### config.mk
export PLATFORM = sky130hd
export DESIGN_NAME = block_sprite_renderer
export DESIGN_NICKNAME = d
export VERILOG_FILES = /design/src/rtl/bsr_pkg.sv /design/src/rtl/bsr_hit_cmp.sv /design/src/rtl/block_sprite_renderer.sv
export SDC_FILE = /design/constraint.sdc
export NUM_CORES = 2
export LEC_CHECK = 0
export CORE_ASPECT_RATIO = 1.5
export CORE_MARGIN = 3
export CORE_UTILIZATION = 35
export DETAILED_ROUTE_END_ITERATION = 6
export SYNTH_ARGS = -nofsm -noshare
export SYNTH_HDL_FRONTEND = slang
export SYNTH_HIERARCHICAL = 1
export SYNTH_SLANG_ARGS = --single-unit
export TNS_END_PERCENT = 10
### constraint.sdc
create_clock -name clk -period 72.5 [get_ports clk]
set_input_delay 10.875 -clock clk [delete_from_list [all_inputs] [get_ports clk]]
set_output_delay 10.875 -clock clk [all_outputs]
set_load 0.01 [all_outputs]
### src/rtl/bsr_pkg.sv
// Shared type codes and image-layout constants for the block sprite renderer.
// Optional collision tracking is enabled with the BSR_COLLISION_EN macro.
package bsr_pkg;

    typedef enum logic [2:0] {
        BLUE   = 3'd0,
        ORANGE = 3'd1,
        YELLOW = 3'd2,
        GREEN  = 3'd3,
        BROWN  = 3'd4,
        NONE   = 3'd5
    } blk_type_e;

    localparam int BG_IN  = 62400;
    localparam int BG_OUT = 115200;

    // Sprite sheet rows: doodle frames start at row 60, platforms are 12 rows each.
    localparam int DOODLE_ROW = 60;
    localparam int PLAT_ROW   = 12;

    function automatic logic type_valid(input logic [2:0] t);
        return t <= 3'(BROWN);
    endfunction

endpackage

### src/rtl/bsr_hit_cmp.sv
// Inclusive range compare of the scan position against one platform slot.
// Sums use 11 bits so a slot near the right/bottom edge never wraps.
module bsr_hit_cmp #(
    parameter int BLOCK_W = 32,
    parameter int BLOCK_H = 10
) (
    input  logic       occ,
    input  logic [9:0] x,
    input  logic [9:0] y,
    input  logic [9:0] h,
    input  logic [9:0] v,
    output logic       hit
);

    logic [10:0] x_end;
    logic [10:0] y_end;

    assign x_end = {1'b0, x} + 11'(BLOCK_W);
    assign y_end = {1'b0, y} + 11'(BLOCK_H);

    assign hit = occ
               && (h >= x) && ({1'b0, h} <= x_end)
               && (v >= y) && ({1'b0, v} <= y_end);

endmodule

### src/rtl/block_sprite_renderer.sv
// Two-stage platform/doodle pixel renderer with double-buffered slot table.
// Define BSR_COLLISION_EN to add the sticky collide/collide_idx outputs.
module block_sprite_renderer
    import bsr_pkg::*;
#(
    parameter int NUM_BLOCKS = 16,
    parameter int BLOCK_W    = 32,
    parameter int BLOCK_H    = 10,
    parameter int SPR_W      = 39,
    parameter int SPR_H      = 39,
    parameter int PIC_W      = 480,
    parameter int ADDR_W     = 17,
    parameter int SCREEN_L   = 200,
    parameter int SCREEN_R   = 440,
    localparam int IDXW      = $clog2(NUM_BLOCKS)
) (
    input  logic              clk,
    input  logic              rst,
    input  logic              frame_start,
    input  logic              game_en,
    input  logic              wr_en,
    input  logic [IDXW-1:0]   wr_idx,
    input  logic [9:0]        wr_x,
    input  logic [9:0]        wr_y,
    input  logic [2:0]        wr_type,
    input  logic              wr_vld,
    output logic              wr_ready,
    input  logic [9:0]        h_cnt,
    input  logic [9:0]        v_cnt,
    input  logic [9:0]        doodle_x,
    input  logic [9:0]        doodle_y,
    input  logic              invincible,
    input  logic              doodle_right,
    output logic [ADDR_W-1:0] pixel_addr,
    output logic [2:0]        detect,
    output logic              detect_doodle
`ifdef BSR_COLLISION_EN
    ,
    output logic              collide,
    output logic [IDXW-1:0]   collide_idx
`endif
);

    logic [9:0]            sh_x [NUM_BLOCKS];
    logic [9:0]            sh_y [NUM_BLOCKS];
    logic [2:0]            sh_t [NUM_BLOCKS];
    logic [NUM_BLOCKS-1:0] sh_occ;
    logic [9:0]            act_x [NUM_BLOCKS];
    logic [9:0]            act_y [NUM_BLOCKS];
    logic [2:0]            act_t [NUM_BLOCKS];
    logic [NUM_BLOCKS-1:0] act_occ;

    logic wr_ok;

    assign wr_ready = !frame_start;
    assign wr_ok    = wr_en && wr_ready && (32'(wr_idx) < 32'(NUM_BLOCKS));

    always_ff @(posedge clk or posedge rst) begin
        if (rst) begin
            sh_occ  <= '0;
            act_occ <= '0;
            for (int i = 0; i < NUM_BLOCKS; i++) begin
                sh_x[i]  <= '0;
                sh_y[i]  <= '0;
                sh_t[i]  <= '0;
                act_x[i] <= '0;
                act_y[i] <= '0;
                act_t[i] <= '0;
            end
        end else begin
            if (wr_ok) begin
                sh_x[wr_idx]   <= wr_x;
                sh_y[wr_idx]   <= wr_y;
                sh_t[wr_idx]   <= wr_type;
                sh_occ[wr_idx] <= wr_vld && type_valid(wr_type);
            end
            // Writes are blocked on this cycle, so the copy sees settled shadow data.
            if (frame_start) begin
                act_occ <= sh_occ;
                for (int i = 0; i < NUM_BLOCKS; i++) begin
                    act_x[i] <= sh_x[i];
                    act_y[i] <= sh_y[i];
                    act_t[i] <= sh_t[i];
                end
            end
        end
    end

    logic [NUM_BLOCKS-1:0] hit;

    for (genvar g = 0; g < NUM_BLOCKS; g++) begin : g_cmp
        bsr_hit_cmp #(
            .BLOCK_W (BLOCK_W),
            .BLOCK_H (BLOCK_H)
        ) u_cmp (
            .occ (act_occ[g]),
            .x   (act_x[g]),
            .y   (act_y[g]),
            .h   (h_cnt),
            .v   (v_cnt),
            .hit (hit[g])
        );
    end

    logic [10:0] dx_end;
    logic [10:0] dy_end;
    logic        dhit;

    assign dx_end = {1'b0, doodle_x} + 11'(SPR_W);
    assign dy_end = {1'b0, doodle_y} + 11'(SPR_H);
    assign dhit   = (h_cnt >= doodle_x) && ({1'b0, h_cnt} < dx_end)
                 && (v_cnt >= doodle_y) && ({1'b0, v_cnt} < dy_end);

    logic [9:0]            s1_h;
    logic [9:0]            s1_v;
    logic [9:0]            s1_dx;
    logic [9:0]            s1_dy;
    logic [NUM_BLOCKS-1:0] s1_hit;
    logic                  s1_dhit;
    logic                  s1_inv;
    logic                  s1_right;
    logic                  s1_en;

    always_ff @(posedge clk or posedge rst) begin
        if (rst) begin
            s1_h     <= '0;
            s1_v     <= '0;
            s1_dx    <= '0;
            s1_dy    <= '0;
            s1_hit   <= '0;
            s1_dhit  <= 1'b0;
            s1_inv   <= 1'b0;
            s1_right <= 1'b0;
            s1_en    <= 1'b0;
        end else begin
            s1_h     <= h_cnt;
            s1_v     <= v_cnt;
            s1_dx    <= doodle_x;
            s1_dy    <= doodle_y;
            s1_hit   <= hit;
            s1_dhit  <= dhit;
            s1_inv   <= invincible;
            s1_right <= doodle_right;
            s1_en    <= game_en;
        end
    end

    logic [IDXW-1:0] sel;
    logic            any;

    always_comb begin
        sel = '0;
        any = 1'b0;
        for (int i = NUM_BLOCKS - 1; i >= 0; i--) begin
            if (s1_hit[i]) begin
                sel = IDXW'(i);
                any = 1'b1;
            end
        end
    end

    logic              in_field;
    logic [2:0]        plat_type;
    logic [31:0]       d_col;
    logic [31:0]       p_off;
    logic [31:0]       d_off;
    logic [ADDR_W-1:0] addr_d;
    logic [2:0]        det_d;
    logic              dd_d;

    assign in_field  = (s1_h >= 10'(SCREEN_L)) && (s1_h <= 10'(SCREEN_R));
    assign plat_type = any ? act_t[sel] : 3'(NONE);

    // Invincible frame sits between the right- and left-facing frames.
    assign d_col = s1_inv   ? 32'(SPR_W)
                 : s1_right ? 32'd0
                 :            32'(2 * SPR_W);

    assign p_off = 32'(s1_h) - 32'(act_x[sel])
                 + (32'(s1_v) - 32'(act_y[sel])) * 32'(PIC_W)
                 + 32'(PIC_W * PLAT_ROW) * 32'(act_t[sel]);

    assign d_off = 32'(s1_h) - 32'(s1_dx)
                 + (32'(s1_v) - 32'(s1_dy)) * 32'(PIC_W)
                 + 32'(PIC_W * DOODLE_ROW) + d_col;

    always_comb begin
        addr_d = ADDR_W'(BG_OUT);
        det_d  = 3'(NONE);
        dd_d   = 1'b0;
        if (!s1_en) begin
            addr_d = in_field ? ADDR_W'(BG_IN) : ADDR_W'(BG_OUT);
        end else if (!in_field) begin
            det_d = plat_type;
        end else if (s1_dhit) begin
            addr_d = d_off[ADDR_W-1:0];
            det_d  = plat_type;
            dd_d   = 1'b1;
        end else if (any) begin
            addr_d = p_off[ADDR_W-1:0];
            det_d  = plat_type;
        end else begin
            addr_d = ADDR_W'(BG_IN);
        end
    end

    always_ff @(posedge clk or posedge rst) begin
        if (rst) begin
            pixel_addr    <= ADDR_W'(BG_OUT);
            detect        <= 3'(NONE);
            detect_doodle <= 1'b0;
        end else begin
            pixel_addr    <= addr_d;
            detect        <= det_d;
            detect_doodle <= dd_d;
        end
    end

`ifdef BSR_COLLISION_EN
    logic coll_set;

    assign coll_set = s1_en && in_field && s1_dhit && any;

    always_ff @(posedge clk or posedge rst) begin
        if (rst) begin
            collide     <= 1'b0;
            collide_idx <= '0;
        end else if (frame_start) begin
            collide     <= 1'b0;
            collide_idx <= '0;
        end else if (coll_set && !collide) begin
            collide     <= 1'b1;
            collide_idx <= sel;
        end
    end
`endif

endmodule

Word-level counts from Yosys, hierarchy flattened
Index checks and enable logic that the tools add are counted.
{ "classes": {"add_sub_neg": 43, "multipliers": 3, "order_cmp": 76, "mux": 66, "bitwise": 2, "n_reduce_logical": 73} }
{ "op_table": {"columns": ["cell", "count"], "rows": [
  ["10-bit by 11-bit <= comparator with 1-bit output", 32],
  ["10-bit >= comparator", 34],
  ["160-bit bitwise mux", 2],
  ["10-bit by 6-bit adder with 11-bit output, second input constant", 18],
  ["10-bit by 4-bit adder with 11-bit output, second input constant", 16],
  ["17-bit 2-to-1 mux", 5],
  ["10-bit binary-select mux with 4-bit select", 2],
  ["1-bit logical AND", 72],
  ["32-bit by 4-bit multiplier with 12-bit output, second input constant", 2],
  ["4-bit 2-to-1 mux", 16],
  ["10-bit 2-to-1 mux", 5],
  ["48-bit bitwise mux", 1],
  ["10-bit by 10-bit subtractor with 11-bit output", 4],
  ["10-bit demux with 4-bit select", 1],
  ["17-bit adder", 2],
  ["3-bit 2-to-1 mux", 8],
  ["10-bit by 11-bit < comparator with 1-bit output", 2],
  ["1-bit 2-to-1 mux", 20],
  ["17-bit by 15-bit adder with 17-bit output, second input constant", 1],
  ["17-bit by 16-bit adder with 17-bit output", 1],
  ["17-bit by 7-bit adder with 17-bit output", 1],
  ["16-bit bitwise mux", 1],
  ["7-bit 2-to-1 mux", 2],
  ["3-bit binary-select mux with 4-bit select", 1],
  ["12 further kinds", 14]
]} }
{ "totals": {"reg_bits": 849, "input_bits": 75, "output_inout_bits": 22} }

Logic depth before layout (Yosys ltp)
{ "depth": {"depth_word": 28, "ltp_mapped": 39} }

Modules after synthesis
Netlist, hierarchy kept.
{ "modules_own_cells": {"columns": ["module", "instances", "cells_each", "area_per_inst_um2", "seq_area_each_um2"], "rows": [
  ["block_sprite_renderer", 1, 2906, 40048.4, 21252.9],
  ["bsr_hit_cmp", 16, 144, 1073.5, 0.0]
]} }

Worst setup path before layout
OpenSTA, ideal clock, no wires.
{ "synth_timing": {"path_type": "input port to output port", "from": "input port frame_start", "to": "output port wr_ready", "arrival_ns": 11.877, "path_slack_ns": 49.748, "cell_stages": 4, "n_path_buf": 3, "cell_sequence": "clkbuf_1 -> clkbuf_1 -> clkbuf_1 -> inv_1"} }
{ "synth_via": {"elab_chain_len": 1} }
{ "synth_rtl": {"columns": ["item", "line", "rtl"], "rows": [
  ["from (decl)", "block_sprite_renderer.sv:19", "input logic frame_start,"],
  ["1-bit logical NOT", "block_sprite_renderer.sv:55", "assign wr_ready = !frame_start;"],
  ["to (decl)", "block_sprite_renderer.sv:27", "output logic wr_ready,"]
]} }
No other way between the ends.

Worst setup path after layout
Ends and elaborated chain as after synthesis.

==> results.py <==
metrics = {
    "final_layout": {
        "syn2layout_area_growth_pct": 11.0,
        "drive_gt1_share_pct": 22.8,
        "final_nets": 6173,
    },
    "cts": {
        "cts-buffers-inserted": 82,
        "postCtsSetupBuffers": 0,
        "clk_latency_ns": 0.70,
        "htreeDepth": 3,
        "cts.sinks": 849,
        "cts-resized-gates": 0,
        "cts_root_buf": "clkbuf_16",
        "cts_tree": "done",
        "clk_pin_slew_ns": 0.06,
        "clock_tree.buffer_depth": 3,
        "hold_buffers": 0,
    },
    "yosys": {
        "syn_inst": 5210,
        "yosys_warnings": 6,
        "ys_seq_elements": 849,
        "syn_avg_cell_area_um2": 11.0,
        "synth_ff_type": "dfrtp_1",
        "yosysSeqAreaShare_pct": 37.1,
        "synthArstFlopShare_pct": 100,
        "netlist_area_um2": 57200,
        "ys_types": 76,
        "synth-edff-count": 0,
        "synth_fp_nets": 6059,
    },
    "timing": {
        "tightest_slew_ns": 1.14,
        "skew_ns": 0.0376,
        "rsz0062_at_grt": "no",
        "setup_viol": 0,
        "fin_setup_tns_ns": 0,
        "post-route-period-util_pct": 31.7,
        "relSlewSlack_pct": 23.7,
        "fin_crit_ns": 22.98,
        "clock.fmax_mhz": 43.5,
        "whs_ns": 0.477,
        "finalHoldViolCount": 0,
        "drv_slew": 0,
    },
    "worst_setup_path": {
        "crit_type": "input pin to output port",
        "worst_setup_path_start_kind": "input pin",
        "critPathArrivalTime_ns": 12.11,
        "worst-path-max-fanout": 56,
        "critPathCaptureType": "output port",
        "worstPathRequired_ns": 61.63,
    },
    "place": {
        "port_buffers": 96,
        "place.gp.congestion": 0.879,
        "dp_hpwl_um": 116000,
    },
    "route": {
        "vias": 40000,
        "drtIter0Drc": 1647,
        "antenna_left": 0,
        "avgRoutedWirePerCell_um": 21.5,
        "wl_um": 161000,
        "first_pass_iters": 7,
        "vias_per_cell": 5.34,
        "drc_errors": 3,
    },
    "die": {
        "die_width_um": 336,
        "die_h_um": 501,
        "die_area_um2": 168000,
        "coreArea_um2": 162000,
        "rows": 181,
        "start_util_pct": 35.2,
        "io_pins": 97,
    },
    "outcome": {
        "violations": "DRC",
        "status": "finished with violations",
    },
    "grt": {
        "grt_max_degree": 164,
        "grt_use_total_pct": 19.1,
        "grt_pass1_vias": 41800,
        "grt_antenna_before_repair": 5,
        "overflow": 0,
        "grt_pass1_wl_um": 248000,
    },
    "hold_path": {
        "worstHoldPathType": "flop to flop",
    },
    "job": {
        "cap_viol_max_count": 0,
    },
}
-- flip-flops by register name, summed over array words and instances, names as in the netlist, 16 cells and up --
register    count
act_occ        16
act_t          48
act_x         160
act_y         160
pixel_addr     17
s1_hit         16
sh_occ         16
sh_t           48
sh_x          160
sh_y          160
-- per-layer routing --
metal	vias to the layer above	share of wire [%]	global-route usage [%]
met5	-	0	0
li1	18800	-	-
met4	0	6.0	10.5
met2	605	52	35.7
met1	20300	39	21.1
met3	308	2.7	1.88
-- worst paths after layout --
path	startpoint	end	slack [ns]	depth (start not counted)
max in group asynchronous	rst	sh_x[34]$_DFFE_PP0P_	57.99	6
min	sh_occ[4]$_DFFE_PP0P_	sh_occ[4]$_DFFE_PP0P_	0.48	2
max	frame_start	wr_ready	49.52	3
min in group asynchronous	rst	pixel_addr[1]$_DFF_PP0_	10.79	2
max reg2reg	s1_hit[14]$_DFF_PP0_	pixel_addr[16]$_DFF_PP1_	63.11	35
min reg2reg	sh_occ[4]$_DFFE_PP0P_	sh_occ[4]$_DFFE_PP0P_	0.48	2
-- cells in the mapped netlist (18+ instances only) --
library cell / instances / area [um2]
nor2b_1: 35 / 219
xnor2_1: 213 / 1870
ha_1: 729 / 9120
a21oi_1: 257 / 1290
inv_2: 32 / 120
o21a_1: 32 / 240
a21o_1: 50 / 375
nor3_2: 48 / 480
nor2_1: 205 / 769
a31oi_1: 57 / 357
nor3_1: 54 / 270
mux2_2: 752 / 8470
o21bai_1: 25 / 188
or3_1: 22 / 138
nand2b_1: 47 / 294
nor3b_1: 18 / 135
nand3_1: 103 / 515
o21ai_0: 184 / 921
clkbuf_1: 120 / 450
inv_1: 584 / 2190
o221ai_1: 34 / 298
fa_1: 45 / 901
nand2_1: 198 / 743
o31ai_1: 22 / 165
mux4_2: 91 / 2050
o21ai_1: 36 / 180
nand4_1: 38 / 238
xor2_1: 41 / 359
dfrtp_1: 843 / 21100
-- cell families (layout without fill, tap and decap cells) --
group / after synthesis / count (layout) / synth area share (%)
compound gates: 844 / 844 / 9.29
xor+xnor: 257 / 257 / 3.98
fa+ha+maj: 777 / 777 / 17.6
buf+inv: 760 / 939 / 5.15
flops: 849 / 849 / 37.1
mux: 858 / 858 / 18.7
other cells: 0 / 1 / 0
simple gates: 865 / 865 / 8.19
-- cells in the final DEF, fill, tap and decap left out, drive strengths merged, types with 45 or more instances in the layout --
| cell | n |
|---|---|
| ha | 729 |
| a31oi | 57 |
| nand2b | 47 |
| nand3 | 103 |
| clkbuf | 108 |
| a21o | 50 |
| nor3 | 102 |
| xnor2 | 215 |
| a21oi | 273 |
| nor2 | 205 |
| nand2 | 199 |
| o21ai | 237 |
| mux2 | 753 |
| fa | 45 |
| mux4 | 92 |
| inv | 624 |
| dfrtp | 843 |
| buf | 93 |
| clkdlybuf4s50 | 81 |
-- worst max-delay path, stage by stage --
cell and delay [ns]:
buf_8 0.43, inv_1 0.21, clkdlybuf4s50_1 0.53
-- through the flow --
stage | instances | setup WS [ns] | util (%) | cell area [um2]
floorplan | 5210 | 37.78 | - | 57200
global placement | 7344 | 49.44 | 37.4 | 60800
detailed placement | 7344 | 49.44 | 37.4 | 60800
CTS | 7493 | 49.44 | 39.1 | 63500
global route | 7494 | 49.43 | 39.1 | 63500
finish | 7494 | 49.52 | 39.1 | 63500
-- cell type report --
type | count | area [um2]
diodes | 1 | 2.50
clock buffers | 108 | 2290
clock inverters | 41 | 495
fillers | 15500 | 98800
inverters | 616 | 2320
multi-input cells | 3601 | 33000
flip-flops and latches | 849 | 21300
well taps | 2104 | 2630
repair buffers | 174 | 1510
Power is left out: the tool's default activity adds up to more than one toggle a clock period on the data nets, which glitch-free logic cannot reach.
